**config.mk**
```make
export PLATFORM = sky130hd
export DESIGN_NAME = taxi_state_encoder_flat
export DESIGN_NICKNAME = d
export VERILOG_FILES = /design/src/rtl/taxi_pkg.sv /design/src/rtl/taxi_state_encoder_if.sv /design/src/rtl/taxi_state_index.sv /design/src/rtl/taxi_state_encoder.sv /design/src/flat_wrapper.sv
export SDC_FILE = /design/constraint.sdc
export NUM_CORES = 1
export LEC_CHECK = 0
export CAP_MARGIN = 20
export CELL_PAD_IN_SITES_DETAIL_PLACEMENT = 2
export CELL_PAD_IN_SITES_GLOBAL_PLACEMENT = 2
export CORE_MARGIN = 2
export CORE_UTILIZATION = 29
export DETAILED_ROUTE_END_ITERATION = 7
export GPL_ROUTABILITY_DRIVEN = 0
export PLACE_DENSITY = 0.86
export SYNTH_ARGS = -nofsm -noshare
export SYNTH_HDL_FRONTEND = slang
export SYNTH_HIERARCHICAL = 1
export SYNTH_SLANG_ARGS = --single-unit
```
**constraint.sdc**
```tcl
create_clock -name clk -period 0.8 [get_ports clk]
set_input_delay 0.24 -clock clk [delete_from_list [all_inputs] [get_ports clk]]
set_output_delay 0.24 -clock clk [all_outputs]
set_load 0.03 [all_outputs]
```
**src/rtl/taxi_pkg.sv**
```systemverilog
// Shared Taxi-environment constants: grid/location/destination counts, field widths,
// passenger depot codes and a state-space size helper.
package taxi_pkg;

  localparam int unsigned GRID_ROWS    = 5;
  localparam int unsigned GRID_COLS    = 5;
  localparam int unsigned NUM_PASS_LOC = 5;
  localparam int unsigned NUM_DEST     = 4;
  localparam int unsigned STATE_W      = 9;

  localparam int unsigned ROW_W  = 3;
  localparam int unsigned COL_W  = 3;
  localparam int unsigned LOC_W  = 3;
  localparam int unsigned DEST_W = 2;

  typedef enum logic [LOC_W-1:0] {
    LOC_R       = 3'd0,
    LOC_G       = 3'd1,
    LOC_Y       = 3'd2,
    LOC_B       = 3'd3,
    LOC_IN_TAXI = 3'd4
  } pass_loc_e;

  function automatic longint unsigned state_count(input int unsigned rows,
                                                  input int unsigned cols,
                                                  input int unsigned locs,
                                                  input int unsigned dests);
    return 64'(rows) * 64'(cols) * 64'(locs) * 64'(dests);
  endfunction

endpackage

```
**src/rtl/taxi_state_encoder_if.sv**
```systemverilog
// Observation-in / encoded-state-out bundle between the env model and Q-table addressing.
interface taxi_state_encoder_if
  import taxi_pkg::*;
#(
  parameter int unsigned STATE_W = taxi_pkg::STATE_W
);

  logic               in_valid;
  logic [ROW_W-1:0]   taxi_row;
  logic [COL_W-1:0]   taxi_col;
  logic [LOC_W-1:0]   pass_loc;
  logic [DEST_W-1:0]  dest_idx;
  logic               out_valid;
  logic [STATE_W-1:0] encoded_state;
  logic               range_err;

  modport master (
    output in_valid, taxi_row, taxi_col, pass_loc, dest_idx,
    input  out_valid, encoded_state, range_err
  );

  modport slave (
    input  in_valid, taxi_row, taxi_col, pass_loc, dest_idx,
    output out_valid, encoded_state, range_err
  );

endinterface

```
**src/rtl/taxi_state_index.sv**
```systemverilog
// Combinational flat-index calculation with range flag; out-of-range samples yield index 0.
module taxi_state_index
  import taxi_pkg::*;
#(
  parameter int unsigned GRID_ROWS    = taxi_pkg::GRID_ROWS,
  parameter int unsigned GRID_COLS    = taxi_pkg::GRID_COLS,
  parameter int unsigned NUM_PASS_LOC = taxi_pkg::NUM_PASS_LOC,
  parameter int unsigned NUM_DEST     = taxi_pkg::NUM_DEST,
  parameter int unsigned STATE_W      = taxi_pkg::STATE_W
) (
  input  logic [ROW_W-1:0]   taxi_row,
  input  logic [COL_W-1:0]   taxi_col,
  input  logic [LOC_W-1:0]   pass_loc,
  input  logic [DEST_W-1:0]  dest_idx,
  output logic [STATE_W-1:0] state_index,
  output logic               range_err
);

  // One spare bit so no partial product is truncated before the final result.
  localparam int unsigned CALC_W = STATE_W + 1;

  logic [CALC_W-1:0] cell_idx;
  logic [CALC_W-1:0] loc_idx;
  logic [CALC_W-1:0] full_idx;

  always_comb begin
    cell_idx = CALC_W'(taxi_row) * CALC_W'(GRID_COLS) + CALC_W'(taxi_col);
    loc_idx  = cell_idx * CALC_W'(NUM_PASS_LOC) + CALC_W'(pass_loc);
    full_idx = loc_idx * CALC_W'(NUM_DEST) + CALC_W'(dest_idx);
  end

  always_comb begin
    range_err = (32'(taxi_row) >= GRID_ROWS)    ||
                (32'(taxi_col) >= GRID_COLS)    ||
                (32'(pass_loc) >= NUM_PASS_LOC) ||
                (32'(dest_idx) >= NUM_DEST);
    state_index = range_err ? '0 : STATE_W'(full_idx);
  end

endmodule

```
**src/rtl/taxi_state_encoder.sv**
```systemverilog
// Registered, valid-qualified Taxi observation -> flat Q-table state index encoder (1-cycle latency).
module taxi_state_encoder
  import taxi_pkg::*;
#(
  parameter int unsigned GRID_ROWS    = taxi_pkg::GRID_ROWS,
  parameter int unsigned GRID_COLS    = taxi_pkg::GRID_COLS,
  parameter int unsigned NUM_PASS_LOC = taxi_pkg::NUM_PASS_LOC,
  parameter int unsigned NUM_DEST     = taxi_pkg::NUM_DEST,
  parameter int unsigned STATE_W      = taxi_pkg::STATE_W
) (
  input logic                 clk,
  input logic                 rst,
  taxi_state_encoder_if.slave bus
);

  if ((64'(1) << STATE_W) < state_count(GRID_ROWS, GRID_COLS, NUM_PASS_LOC, NUM_DEST))
  begin : g_state_w_too_small
    $error("taxi_state_encoder: STATE_W too small for the configured state space");
  end

  logic [STATE_W-1:0] next_index;
  logic               next_err;

  taxi_state_index #(
    .GRID_ROWS    (GRID_ROWS),
    .GRID_COLS    (GRID_COLS),
    .NUM_PASS_LOC (NUM_PASS_LOC),
    .NUM_DEST     (NUM_DEST),
    .STATE_W      (STATE_W)
  ) u_index (
    .taxi_row    (bus.taxi_row),
    .taxi_col    (bus.taxi_col),
    .pass_loc    (bus.pass_loc),
    .dest_idx    (bus.dest_idx),
    .state_index (next_index),
    .range_err   (next_err)
  );

  // Result registers hold their last value while no sample is presented.
  always_ff @(posedge clk or posedge rst) begin
    if (rst) begin
      bus.out_valid     <= 1'b0;
      bus.encoded_state <= '0;
      bus.range_err     <= 1'b0;
    end else begin
      bus.out_valid <= bus.in_valid;
      if (bus.in_valid) begin
        bus.encoded_state <= next_index;
        bus.range_err     <= next_err;
      end
    end
  end

endmodule

```
**src/flat_wrapper.sv**
```systemverilog
// flat-port wrapper written by rule: the top's interface ports become plain ports
module taxi_state_encoder_flat import taxi_pkg::*;
#(
  parameter int unsigned GRID_ROWS    = taxi_pkg::GRID_ROWS,
  parameter int unsigned GRID_COLS    = taxi_pkg::GRID_COLS,
  parameter int unsigned NUM_PASS_LOC = taxi_pkg::NUM_PASS_LOC,
  parameter int unsigned NUM_DEST     = taxi_pkg::NUM_DEST,
  parameter int unsigned STATE_W      = taxi_pkg::STATE_W
)
  (clk, rst, bus_in_valid, bus_taxi_row, bus_taxi_col, bus_pass_loc, bus_dest_idx, bus_out_valid, bus_encoded_state, bus_range_err);
  taxi_state_encoder_if #(.STATE_W(STATE_W)) bus_i ();
  input logic clk;
  input logic rst;
  input wire logic [$bits(bus_i.in_valid)-1:0] bus_in_valid;
  input wire logic [$bits(bus_i.taxi_row)-1:0] bus_taxi_row;
  input wire logic [$bits(bus_i.taxi_col)-1:0] bus_taxi_col;
  input wire logic [$bits(bus_i.pass_loc)-1:0] bus_pass_loc;
  input wire logic [$bits(bus_i.dest_idx)-1:0] bus_dest_idx;
  output wire logic [$bits(bus_i.out_valid)-1:0] bus_out_valid;
  output wire logic [$bits(bus_i.encoded_state)-1:0] bus_encoded_state;
  output wire logic [$bits(bus_i.range_err)-1:0] bus_range_err;
  assign bus_i.in_valid = bus_in_valid;
  assign bus_i.taxi_row = bus_taxi_row;
  assign bus_i.taxi_col = bus_taxi_col;
  assign bus_i.pass_loc = bus_pass_loc;
  assign bus_i.dest_idx = bus_dest_idx;
  assign bus_out_valid = bus_i.out_valid;
  assign bus_encoded_state = bus_i.encoded_state;
  assign bus_range_err = bus_i.range_err;
  taxi_state_encoder #(.GRID_ROWS(GRID_ROWS), .GRID_COLS(GRID_COLS), .NUM_PASS_LOC(NUM_PASS_LOC), .NUM_DEST(NUM_DEST), .STATE_W(STATE_W)) u_core (.clk(clk), .rst(rst), .bus(bus_i));
endmodule
```
==> results.py, run 1 <==
metrics = {
    "run_status": {
        "lastStage": "4_1_cts",
        "status": "did not finish",
        "toolErrorMsg": "[ERROR DPL-0033] detailed placement checks failed during check placement.",
    },
    "synth": {
        "syn_avg_cell_area_um2": 12.14,
        "synth_edf_count": 0,
        "synthArstFlopShare": 1.000,
        "synthCells": 85,
        "synth.top_cells.by_count": "ha_1 (24), dfrtp_1 (11), mux2_4 (11)",
        "synth_top_area_share": 0.2909,
        "netlist_top_cells_area": "ha_1 (29%), dfrtp_1 (27%), mux2_4 (16%), fa_1 (3.9%), a21o_1 (3.6%)",
        "yosysWarnings": 6,
        "seq_area_frac_synth": 0.2667,
        "synth.cell_area_um2": 1032,
        "synthFlopType": "dfrtp_1",
        "synth-seq-cells": 11,
        "synth_area_leader_cell": "ha_1",
        "synth.most_common_cell": "ha_1",
        "syn-num-nets": 125,
        "ys_types": 20,
    },
    "floorplan": {
        "initial_core_util": 0.3045,
        "row_count": 21,
        "io_pins": 25,
        "die_y_um": 63.66,
        "dieWidth_um": 63.66,
    },
    "clock_network": {
        "cts_resized": 85,
        "clk_path_buf_depth": 2,
        "cts_buffers": 3,
        "htree_levels": 1,
        "ctsHoldBuffers": 0,
        "cts-root-buf": "clkbuf_4",
        "cts.sinks": 11,
        "post_cts_buffers": 12,
    },
    "placed_design": {
        "port_buffers": 24,
        "dp_hpwl_um": 3127,
        "pre_cts_slack_ns": -3.011,
    },
}
-- cell families after synthesis --
kind of cell	after synthesis	share of synthesized area
AOI/OAI and AO/OA	15	0.09333
xor gates and xnor gates	6	0.06425
adders and majority gates	26	0.3297
buffers and inverters	3	0.01818
DFF	11	0.2667
muxes	11	0.1600
and+or+nand+nor	13	0.06787
-- metrics by stage --
stage,hold slack (ns),instance area [µm²],setup TNS (ns),utilization,instances
after detailed placement,0.5029,1804,-20.09,0.5323,182
after global placement,0.5019,1804,-19.28,0.5323,182
after floorplan,0.09244,1323,-11.53,-,85
==> run 2, diff against run 1 <==
CELL_PAD_IN_SITES_DETAIL_PLACEMENT = default   (was 2)
CELL_PAD_IN_SITES_GLOBAL_PLACEMENT = default   (was 2)
CORE_UTILIZATION = 20   (was 29)
PLACE_DENSITY = default   (was 0.86)
PLACE_DENSITY_LB_ADDON = 0.15   (was default)
clock period = 1 ns   (was 0.8 ns; I/O delays follow)
==> results.py, run 2 <==
metrics = {
    "sta": {
        "setup_viol": 21,
        "fin_crit_ns": 3.120,
        "rsz0062_at_grt": "true",
        "skew_ns": 0,
        "relSlewSlack": 0.8306,
        "tightest_slew_ns": 0.2537,
        "post-route-period-util": 3.120,
        "setup_ws_ns": -2.120,
        "fmax_mhz": 320.5,
        "slew_viol_final": 0,
        "finalHoldViolCount": 0,
        "holdWs_ns": 0.3488,
    },
    "global_route": {
        "grt_overflow": 0,
        "grt_pass1_wl_um": 4098,
        "grt_pass1_vias": 946,
        "grt_usage": 0.09465,
        "antenna_found_initial": 0,
        "grt_max_degree": 12,
    },
    "drt": {
        "drc_errors": 0,
        "viasPerCell": 4.004,
        "vias": 905,
        "ant_nets": 0,
        "first_iter_violations": 15,
        "wire_per_inst_um": 11.20,
        "firstDrtPassIters": 4,
        "wirelength_um": 2532,
    },
    "clock_network": {
        "clk_pin_slew_ns": 0.05,
        "clk_path_buf_depth": 2,
        "cts.sinks": 11,
        "cts_tree": "done",
        "insertion_delay_ns": 0.24,
        "cts-root-buf": "clkbuf_8",
        "cts_buffers": 3,
        "htree_levels": 1,
    },
    "floorplan": {
        "io_pins": 25,
        "initial_core_util": 0.2047,
        "die_y_um": 75.84,
        "coreArea_um2": 5042,
        "die-area_um2": 5752,
        "dieWidth_um": 75.84,
        "row_count": 26,
    },
    "setup_path": {
        "cp.required_ns": 1.12,
        "crit_type": "primary input to flop",
        "rr_worst_depth": 3,
        "cpPeakStageDelay_ns": 0.28,
        "critPathLaunchType": "primary input",
        "rrSetupSlack_ns": -0.01,
        "arrival_ns": 3.24,
        "path_max_fanout": 2,
        "end_kind": "flop",
        "cpMostUsedCell": "ha_4",
        "slowest_stage": "ha_4",
        "path_cells": "buf_8 -> ha_4 -> ha_4 -> buf_6 -> ha_4 -> a21o_1 -> a21oi_2 -> xnor2_1 -> ha_1 -> ha_4 -> ha_4 -> o21ai_4 -> o21ai_2 -> a21oi_2 -> mux2_4 -> mux2_4",
    },
    "synth": {
        "syn-num-nets": 125,
        "synth_top_area_share": 0.2909,
        "ys_types": 20,
        "yosysWarnings": 6,
        "synth_edf_count": 0,
        "synth-seq-cells": 11,
        "synth.most_common_cell": "ha_1",
        "syn_avg_cell_area_um2": 12.14,
        "synthArstFlopShare": 1.000,
        "synth_area_leader_cell": "ha_1",
        "seq_area_frac_synth": 0.2667,
        "synth.cell_area_um2": 1032,
        "synth.top_cells.by_count": "ha_1 (24), dfrtp_1 (11), mux2_4 (11)",
        "synthFlopType": "dfrtp_1",
        "synthCells": 85,
        "netlist_top_cells_area": "ha_1 (29%), dfrtp_1 (27%), mux2_4 (16%), fa_1 (3.9%), a21o_1 (3.6%)",
    },
    "power_and_ir_drop": {
        "leakagePower_nw": 1.007,
        "internal_power_w": 0.002666,
        "p_total_w": 0.004088,
        "pwr-share-clk": 0.108,
        "seqPwrFrac": 0.145,
        "switching_share": 0.3480,
        "p_comb_frac": 0.747,
        "power.switching_w": 0.001423,
        "p_per_area_nw_per_um2": 1877,
        "ir_worst_vdd_mv": 0.7282,
    },
    "flow_run": {
        "drv_cap": 0,
    },
    "layout": {
        "final_cell_mix": "buf_4 (30), buf_6 (27), ha_4 (19), mux2_4 (11), dfrtp_1 (11)",
        "reg_top3": "u_core/bus.encoded_state: 9 flops, u_core/bus.out_valid: 1 flops, u_core/bus.range_err: 1 flops",
        "post-route-util": 0.4320,
        "largest_reg_flops": 9,
        "drive_above_1_share": 0.7756,
        "final_common_cell": "buf_4",
        "area_growth_pct": 111.0,
        "regMostFlops": "u_core/bus.encoded_state",
        "nets": 197,
        "n_antenna_cell": 0,
    },
    "worst_hold_path": {
        "min_path_type": "primary input to async pin",
    },
    "run_status": {
        "status": "complete, but fails checks",
        "violations": "negative setup slack",
    },
    "placed_design": {
        "pre_cts_slack_ns": -2.751,
        "dp_hpwl_um": 1961,
        "port_buffers": 24,
    },
}
## run 2: final timing paths
path                                          endpoint                        start
min in group clk           u_core/bus.encoded_state[2]              bus_pass_loc[0]
max reg2reg                u_core/bus.encoded_state[7]  u_core/bus.encoded_state[7]
max                        u_core/bus.encoded_state[8]              bus_taxi_row[2]
max in group asynchronous  u_core/bus.encoded_state[0]                          rst
min reg2reg                u_core/bus.encoded_state[2]  u_core/bus.encoded_state[2]
min                               u_core/bus.out_valid                          rst
## run 2: cell families after synthesis
kind of cell               after synthesis  synth area share
DFF                                     11            0.2667
AOI/OAI and AO/OA                       15           0.09333
muxes                                   11            0.1600
buffers and inverters                    3           0.01818
xor gates and xnor gates                 6           0.06425
and+or+nand+nor                         13           0.06787
adders and majority gates               26            0.3297
## run 2: power groups by stage
stage	combinational, W	clock [W]	sequential, W
floorplan	0.00150	0	0.000747
detailed placement	0.00244	0	0.000583
finish	0.00305	0.000441	0.000593
CTS	0.00287	0.000460	0.000589
global route	0.00330	0.000490	0.000603
global placement	0.00242	0	0.000584
## run 2: layout make-up
type	instances	area (µm²)
multi-input cells	71	1075
clock buffers	4	45.04
flip-flops and latches	11	275.3
repair buffers	68	685.7
fillers	469	2864
inverters	2	10.01
well taps	70	87.58
## run 2: worst max-delay path: cells and delay by family
kind,cells,cell delay (ns)
XOR/XNOR,1,0.14
multiplexers,2,0.51
buffers and inverters,2,0.19
adder cells (fa/ha/maj),6,1.47
AO/OA/AOI/OAI,5,0.62
## run 2: what timing repair did
| item | 4_1_cts | 5_1_grt |
|---|---|---|
| hold endpoints to repair | 0 | 0 |
| hold buffers | 0 | 0 |
| resized for setup | 83 | 9 |
| cloned | 1 | 0 |
| endpoints found under the setup margin | 21 | 21 |
| setup buffers | 10 | 5 |
| pin swaps | 24 | 11 |
## run 2: metrics by stage
stage,setup TNS [ns],area [µm²],instances
floorplan,-10.13,1323,85
global placement,-17.91,1834,206
detailed placement,-18.06,1834,206
CTS,-12.15,2108,221
global route,-12.82,2178,226
finish,-11.98,2178,226
## run 2: layer usage
metal	vias to the layer above	track usage	wire, µm
met2	12	0.1657	1351
met5	-	0	0
met4	0	0.005848	0
met3	0	0.02778	71
met1	441	0.1205	1108
li1	452	-	-
(Power assumes the default switching activity.)
==> run 3, diff against run 2 <==
ABC_AREA = 1   (was default)
==> results.py, run 3 <==
metrics = {
    "layout": {
        "regMostFlops": "u_core/bus.encoded_state",
        "nets": 221,
        "final_area_um2": 1928,
        "final_common_cell": "nand2_1",
        "final_cell_mix": "nand2_1 (36), buf_4 (25), ha_4 (19), buf_6 (14), dfrtp_1 (11)",
        "post-route-util": 0.3775,
        "drive_above_1_share": 0.5222,
        "nFillCells": 542,
        "regArea_um2": 275.3,
        "area_growth_pct": 81.29,
        "reg_top3": "u_core/bus.encoded_state: 9 flops, u_core/bus.out_valid: 1 flops, u_core/bus.range_err: 1 flops",
        "n_antenna_cell": 0,
        "multi_input_comb_area_um2": 1016,
        "largest_reg_flops": 9,
    },
    "synth": {
        "netlist_top_cells_area": "ha_1 (28%), dfrtp_1 (26%), nand2_1 (14%), nand3_2 (6.6%), inv_1 (3.9%)",
        "syn_avg_cell_area_um2": 8.374,
        "synth_top_family_by_area": "adder cells",
        "seq_area_frac_synth": 0.2588,
        "synthCells": 127,
        "synthFlopType": "dfrtp_1",
        "synth.top_cells.by_count": "nand2_1 (40), ha_1 (24), dfrtp_1 (11), inv_1 (11), nor2_1 (8)",
        "synth_edf_count": 0,
        "synth-simple-area-share": 0.2635,
        "synth.most_common_cell": "nand2_1",
        "synthArstFlopShare": 1.000,
        "muxShareOfSynthArea": 0,
        "synth_area_leader_cell": "ha_1",
        "synth-seq-cells": 11,
        "synth_top_area_share": 0.2824,
        "syn-num-nets": 167,
        "synth.cell_area_um2": 1064,
        "synth_xor_area_frac": 0.03294,
        "synth_fa_ha_area_frac": 0.3200,
        "yosysWarnings": 6,
        "ys_types": 21,
        "synth_compound_area_frac": 0.06824,
    },
    "setup_path": {
        "cp.required_ns": 1.13,
        "cpMostUsedCell": "ha_4",
        "crit_buf_inv": 3,
        "path_cells": "buf_8 -> ha_4 -> ha_4 -> fa_2 -> buf_4 -> ha_4 -> ha_4 -> ha_4 -> nand2_1 -> inv_1 -> nand4_1 -> nand3_2 -> nand3_2 -> nand2_1 -> nor2_1 -> nand2_1 -> nand2_1",
        "arrival_ns": 2.83,
        "cpPeakStageDelay_ns": 0.47,
        "path_max_fanout": 3,
        "path_delay_family": "adder cells",
        "end_kind": "flop",
        "crit_type": "primary input to flop",
        "slowest_stage": "fa_2",
        "critPathLaunchType": "primary input",
    },
    "clock_network": {
        "cts-root-buf": "clkbuf_8",
        "clk_path_buf_depth": 2,
        "cts_buffers": 3,
        "htree_levels": 1,
        "clk_pin_slew_ns": 0.05,
        "cts.sinks": 11,
        "cts_tree": "done",
        "insertion_delay_ns": 0.24,
    },
    "placed_design": {
        "port_buffers": 24,
        "dp_hpwl_um": 2134,
        "pre_cts_slack_ns": -2.477,
        "post_dp_cell_area_um2": 1700,
    },
    "power_and_ir_drop": {
        "p_per_area_nw_per_um2": 1775,
        "ir_worst_vdd_mv": 0.5940,
        "leakagePower_nw": 0.9094,
    },
    "drt": {
        "ant_nets": 0,
        "viasPerCell": 3.984,
        "wirelength_um": 2497,
        "vias": 996,
        "first_iter_violations": 12,
        "wire_per_inst_um": 9.988,
        "firstDrtPassIters": 4,
        "drc_errors": 0,
    },
    "sta": {
        "finalHoldViolCount": 0,
        "setup_viol": 21,
        "tightest_slew_ns": 0.2288,
        "rsz0062_at_grt": "true",
        "setup_ws_ns": -1.706,
        "post-route-period-util": 2.706,
        "relSlewSlack": 0.8464,
        "holdWs_ns": 0.3449,
        "slew_viol_final": 0,
        "finalSetupTns_ns": -10.01,
        "skew_ns": 0,
        "fmax_mhz": 369.5,
        "fin_crit_ns": 2.706,
    },
    "floorplan": {
        "initial_core_util": 0.2082,
        "coreArea_um2": 5107,
        "die_y_um": 76.92,
        "io_pins": 25,
        "row_count": 26,
        "die-area_um2": 5917,
        "dieWidth_um": 76.92,
    },
    "global_route": {
        "grt_pass1_wl_um": 4471,
        "grt_max_degree": 12,
        "grt_usage": 0.09258,
        "antenna_found_initial": 0,
        "grt_pass1_vias": 1042,
        "grt_overflow": 0,
    },
    "flow_run": {
        "drv_cap": 0,
    },
    "run_status": {
        "violations": "negative setup slack",
        "status": "complete, but fails checks",
    },
    "worst_hold_path": {
        "min_path_type": "primary input to async pin",
    },
}
-- run 3: worst paths after layout --
| kind | depth (start not counted) | start | slack [ns] | endpoint |
|---|---|---|---|---|
| min in group clk | 2 | u_core/bus.range_err | 0.49 | u_core/bus.range_err |
| setup reg to reg | 3 | u_core/bus.encoded_state[4] | 0.27 | u_core/bus.encoded_state[4] |
| hold / removal | 3 | rst | 0.34 | u_core/bus.range_err |
| max in group asynchronous | 3 | rst | 0.50 | u_core/bus.encoded_state[7] |
| setup / recovery | 17 | bus_taxi_row[2] | -1.71 | u_core/bus.encoded_state[8] |
| hold reg to reg | 2 | u_core/bus.range_err | 0.49 | u_core/bus.range_err |
-- run 3: cells by family (layout without fill, tap and decap cells) --
family / count (synthesis) / after routing
and+or+nand+nor: 60 / 60
adders and majority gates: 26 / 26
xor gates and xnor gates: 4 / 4
DFF: 11 / 11
buffers and inverters: 14 / 67
AOI/OAI and AO/OA: 12 / 12
-- run 3: repair_timing --
action / CTS / global route
pin swaps: 23 / 13
hold buffers: 0 / 0
setup endpoints to repair: 21 / 21
cloned: 0 / 0
gates resized for setup: 51 / 8
setup buffers: 6 / 3
-- run 3: power by group --
group          internal [W]  leakage [nW]  switching, W  total [W]
sequential         0.000520         0.145     0.0000512   0.000571
combinational       0.00131         0.742       0.00109    0.00240
clock              0.000280        0.0228      0.000169   0.000449
-- run 3: final cells by class --
type,count,share of cell area
well taps,70,0.04543
inverters,13,0.02531
repair buffers,50,0.2362
multi-input cells,102,0.5269
flip-flops and latches,11,0.1428
clock buffers,4,0.02336
-- run 3: per-stage QoR --
step,power (W),instances
after floorplan,0.002023,127
after global placement,0.002677,237
after detailed placement,0.002697,237
after CTS,0.003384,247
after global routing,0.003744,250
final,0.003422,250
-- run 3: worst register-to-register path, stage by stage, from the launching register on --
cell	delay, ns
dfrtp_1	0.39
buf_4	0.14
nand2_1	0.05
nand2_1	0.04
-- run 3: metal layers --
| metal | global-route usage | share of wire | up-vias |
|---|---|---|---|
| li1 | - | - | 522 |
| met1 | 0.1153 | 0.46 | 460 |
| met2 | 0.1649 | 0.50 | 12 |
| met3 | 0.02353 | 0.030 | 2 |
| met4 | 0.01091 | 0.0056 | 0 |
| met5 | 0 | 0 | - |
==> run 4, diff against run 3 <==
CELL_PAD_IN_SITES_DETAIL_PLACEMENT = 1   (was default)
CELL_PAD_IN_SITES_GLOBAL_PLACEMENT = 1   (was default)
==> results.py, run 4 (synthesized netlist as in run 3, its figures left out) <==
metrics = {
    "global_route": {
        "grt_usage": 0.09958,
        "antenna_found_initial": 0,
        "grt_pass1_vias": 1101,
        "grt_max_degree": 12,
        "grt_overflow": 0,
        "grt_pass1_wl_um": 4761,
    },
    "setup_path": {
        "arrival_ns": 2.83,
        "critPathLaunchType": "primary input",
        "path_max_fanout": 2,
        "cp.required_ns": 1.13,
        "end_kind": "flop",
        "rr_endpoint": "u_core/bus.encoded_state[4]",
        "rr_worst_depth": 4,
        "crit_type": "primary input to flop",
        "rrSetupSlack_ns": 0.15,
        "r2r_start": "u_core/bus.encoded_state[4]",
        "cp-startpoint": "bus_taxi_row[0]",
    },
    "sta": {
        "fmax_mhz": 369.5,
        "holdWs_ns": 0.3446,
        "rsz0062_at_grt": "true",
        "skew_ns": 0,
        "relSlewSlack": 0.8426,
        "finalHoldViolCount": 0,
        "slew_viol_final": 0,
        "finalSetupTns_ns": -9.486,
        "tightest_slew_ns": 0.2345,
        "fin_crit_ns": 2.706,
        "setup_viol": 21,
        "post-route-period-util": 2.706,
        "setup_ws_ns": -1.706,
    },
    "floorplan": {
        "initial_core_util": 0.2082,
        "coreArea_um2": 5107,
        "row_count": 26,
        "io_pins": 25,
        "die-area_um2": 5917,
        "die_y_um": 76.92,
        "dieWidth_um": 76.92,
    },
    "drt": {
        "wire_per_inst_um": 11.02,
        "met3WireLength_um": 80,
        "first_iter_violations": 30,
        "viasPerCell": 4.016,
        "wirelength_um": 2787,
        "route.met2.wl_um": 1421,
        "firstDrtPassIters": 4,
        "drc_errors": 0,
        "drt-met1-wl_um": 1272,
        "dr.max_layer_used": "met4",
        "vias": 1016,
        "ant_nets": 0,
    },
    "clock_network": {
        "cts_tree": "done",
        "cts.sinks": 11,
        "cts-root-buf": "clkbuf_8",
        "cts_buffers": 3,
        "ctsHoldBuffers": 0,
        "clk_pin_slew_ns": 0.05,
        "htree_levels": 1,
        "insertion_delay_ns": 0.24,
        "clk_path_buf_depth": 2,
    },
    "power_and_ir_drop": {
        "ir_worst_vdd_mv": 0.5839,
        "seqPwrFrac": 0.164,
        "switching_share": 0.3858,
        "p_comb_frac": 0.708,
        "internal_power_w": 0.002136,
        "power.switching_w": 0.001342,
        "p_total_w": 0.003478,
        "pwr-share-clk": 0.128,
        "p_per_area_nw_per_um2": 1747,
        "leakagePower_nw": 0.9251,
    },
    "worst_hold_path": {
        "min_path_type": "primary input to async pin",
    },
    "run_status": {
        "status": "complete, but fails checks",
        "violations": "negative setup slack",
    },
    "layout": {
        "reg_top3": "u_core/bus.encoded_state: 9 flops, u_core/bus.out_valid: 1 flops, u_core/bus.range_err: 1 flops",
        "n_antenna_cell": 0,
        "final_cell_mix": "nand2_1 (36), buf_4 (24), ha_4 (20), buf_6 (18), dfrtp_1 (11)",
        "regMostFlops": "u_core/bus.encoded_state",
        "nFillCells": 600,
        "final_common_cell": "nand2_1",
        "largest_reg_flops": 9,
        "drive_above_1_share": 0.5683,
        "final_area_um2": 1991,
        "area_growth_pct": 87.18,
        "nets": 224,
        "multi_input_comb_area_um2": 1047,
        "regArea_um2": 275.3,
    },
    "flow_run": {
        "drv_cap": 0,
    },
    "placed_design": {
        "pre_cts_slack_ns": -2.466,
        "port_buffers": 24,
        "post_dp_cell_area_um2": 1700,
        "dp_hpwl_um": 2333,
    },
}
run 4: cell types whose count changed in the layout (fill, tap and decap cells not counted), sizes merged:
cell,delta
buf,+5
clkdlybuf4s15,+1
dlygate4sd2,-3
run 4: power groups by stage:
| stage | Sequential, W | Combinational, W | Clock [W] |
|---|---|---|---|
| after floorplan | 0.000710 | 0.00131 | 0 |
| after global placement | 0.000564 | 0.00206 | 0 |
| after detailed placement | 0.000566 | 0.00210 | 0 |
| after CTS | 0.000571 | 0.00234 | 0.000466 |
| after global routing | 0.000579 | 0.00273 | 0.000497 |
| final | 0.000570 | 0.00246 | 0.000446 |
run 4: worst max-delay path by stage:
stage | cells past startpoint | endpoint | slack [ns]
2_1_floorplan | 13 | u_core/bus.encoded_state[7] | -1.74
3_3_place_gp | 16 | u_core/bus.encoded_state[6] | -2.43
3_5_place_dp | 16 | u_core/bus.encoded_state[6] | -2.47
4_1_cts | 15 | u_core/bus.encoded_state[6] | -1.85
5_1_grt | 18 | u_core/bus.encoded_state[8] | -1.85
6_report | 14 | u_core/bus.encoded_state[7] | -1.71
run 4: area by class of cell:
type	instances	share of cell area
Tap cell	70	0.04400
Timing Repair Buffer	53	0.2445
Clock buffer	4	0.02263
Multi-Input combinational cell	102	0.5261
Inverter	13	0.02451
Sequential cell	11	0.1383
run 4: layer usage:
| metal | global-route usage | vias up |
|---|---|---|
| li1 | - | 528 |
| met1 | 0.1218 | 472 |
| met5 | 0 | - |
| met2 | 0.1772 | 14 |
| met3 | 0.02588 | 2 |
| met4 | 0.01636 | 0 |
run 4: what timing repair did:
item,4_1_cts,5_1_grt
pin swaps,29,13
endpoints found under the setup margin,21,21
gates cloned,0,0
buffers inserted,5,7
resized for setup,68,10
run 4: through the flow:
stage            util  instances
6_report       0.3898        253
5_1_grt        0.3898        253
4_1_cts        0.3724        246
3_5_place_dp   0.3329        237
3_3_place_gp   0.3329        237
2_1_floorplan       -        127
run 4: critical path, cell delays in order:
cell	delay [ns]
buf_8	0.10
ha_4	0.26
ha_4	0.20
fa_2	0.59
ha_4	0.22
ha_4	0.24
fa_2	0.34
nand2_1	0.07
nand2_1	0.06
a21oi_2	0.13
xor2_1	0.15
nor2_1	0.05
nand2_1	0.06
nand2_1	0.04
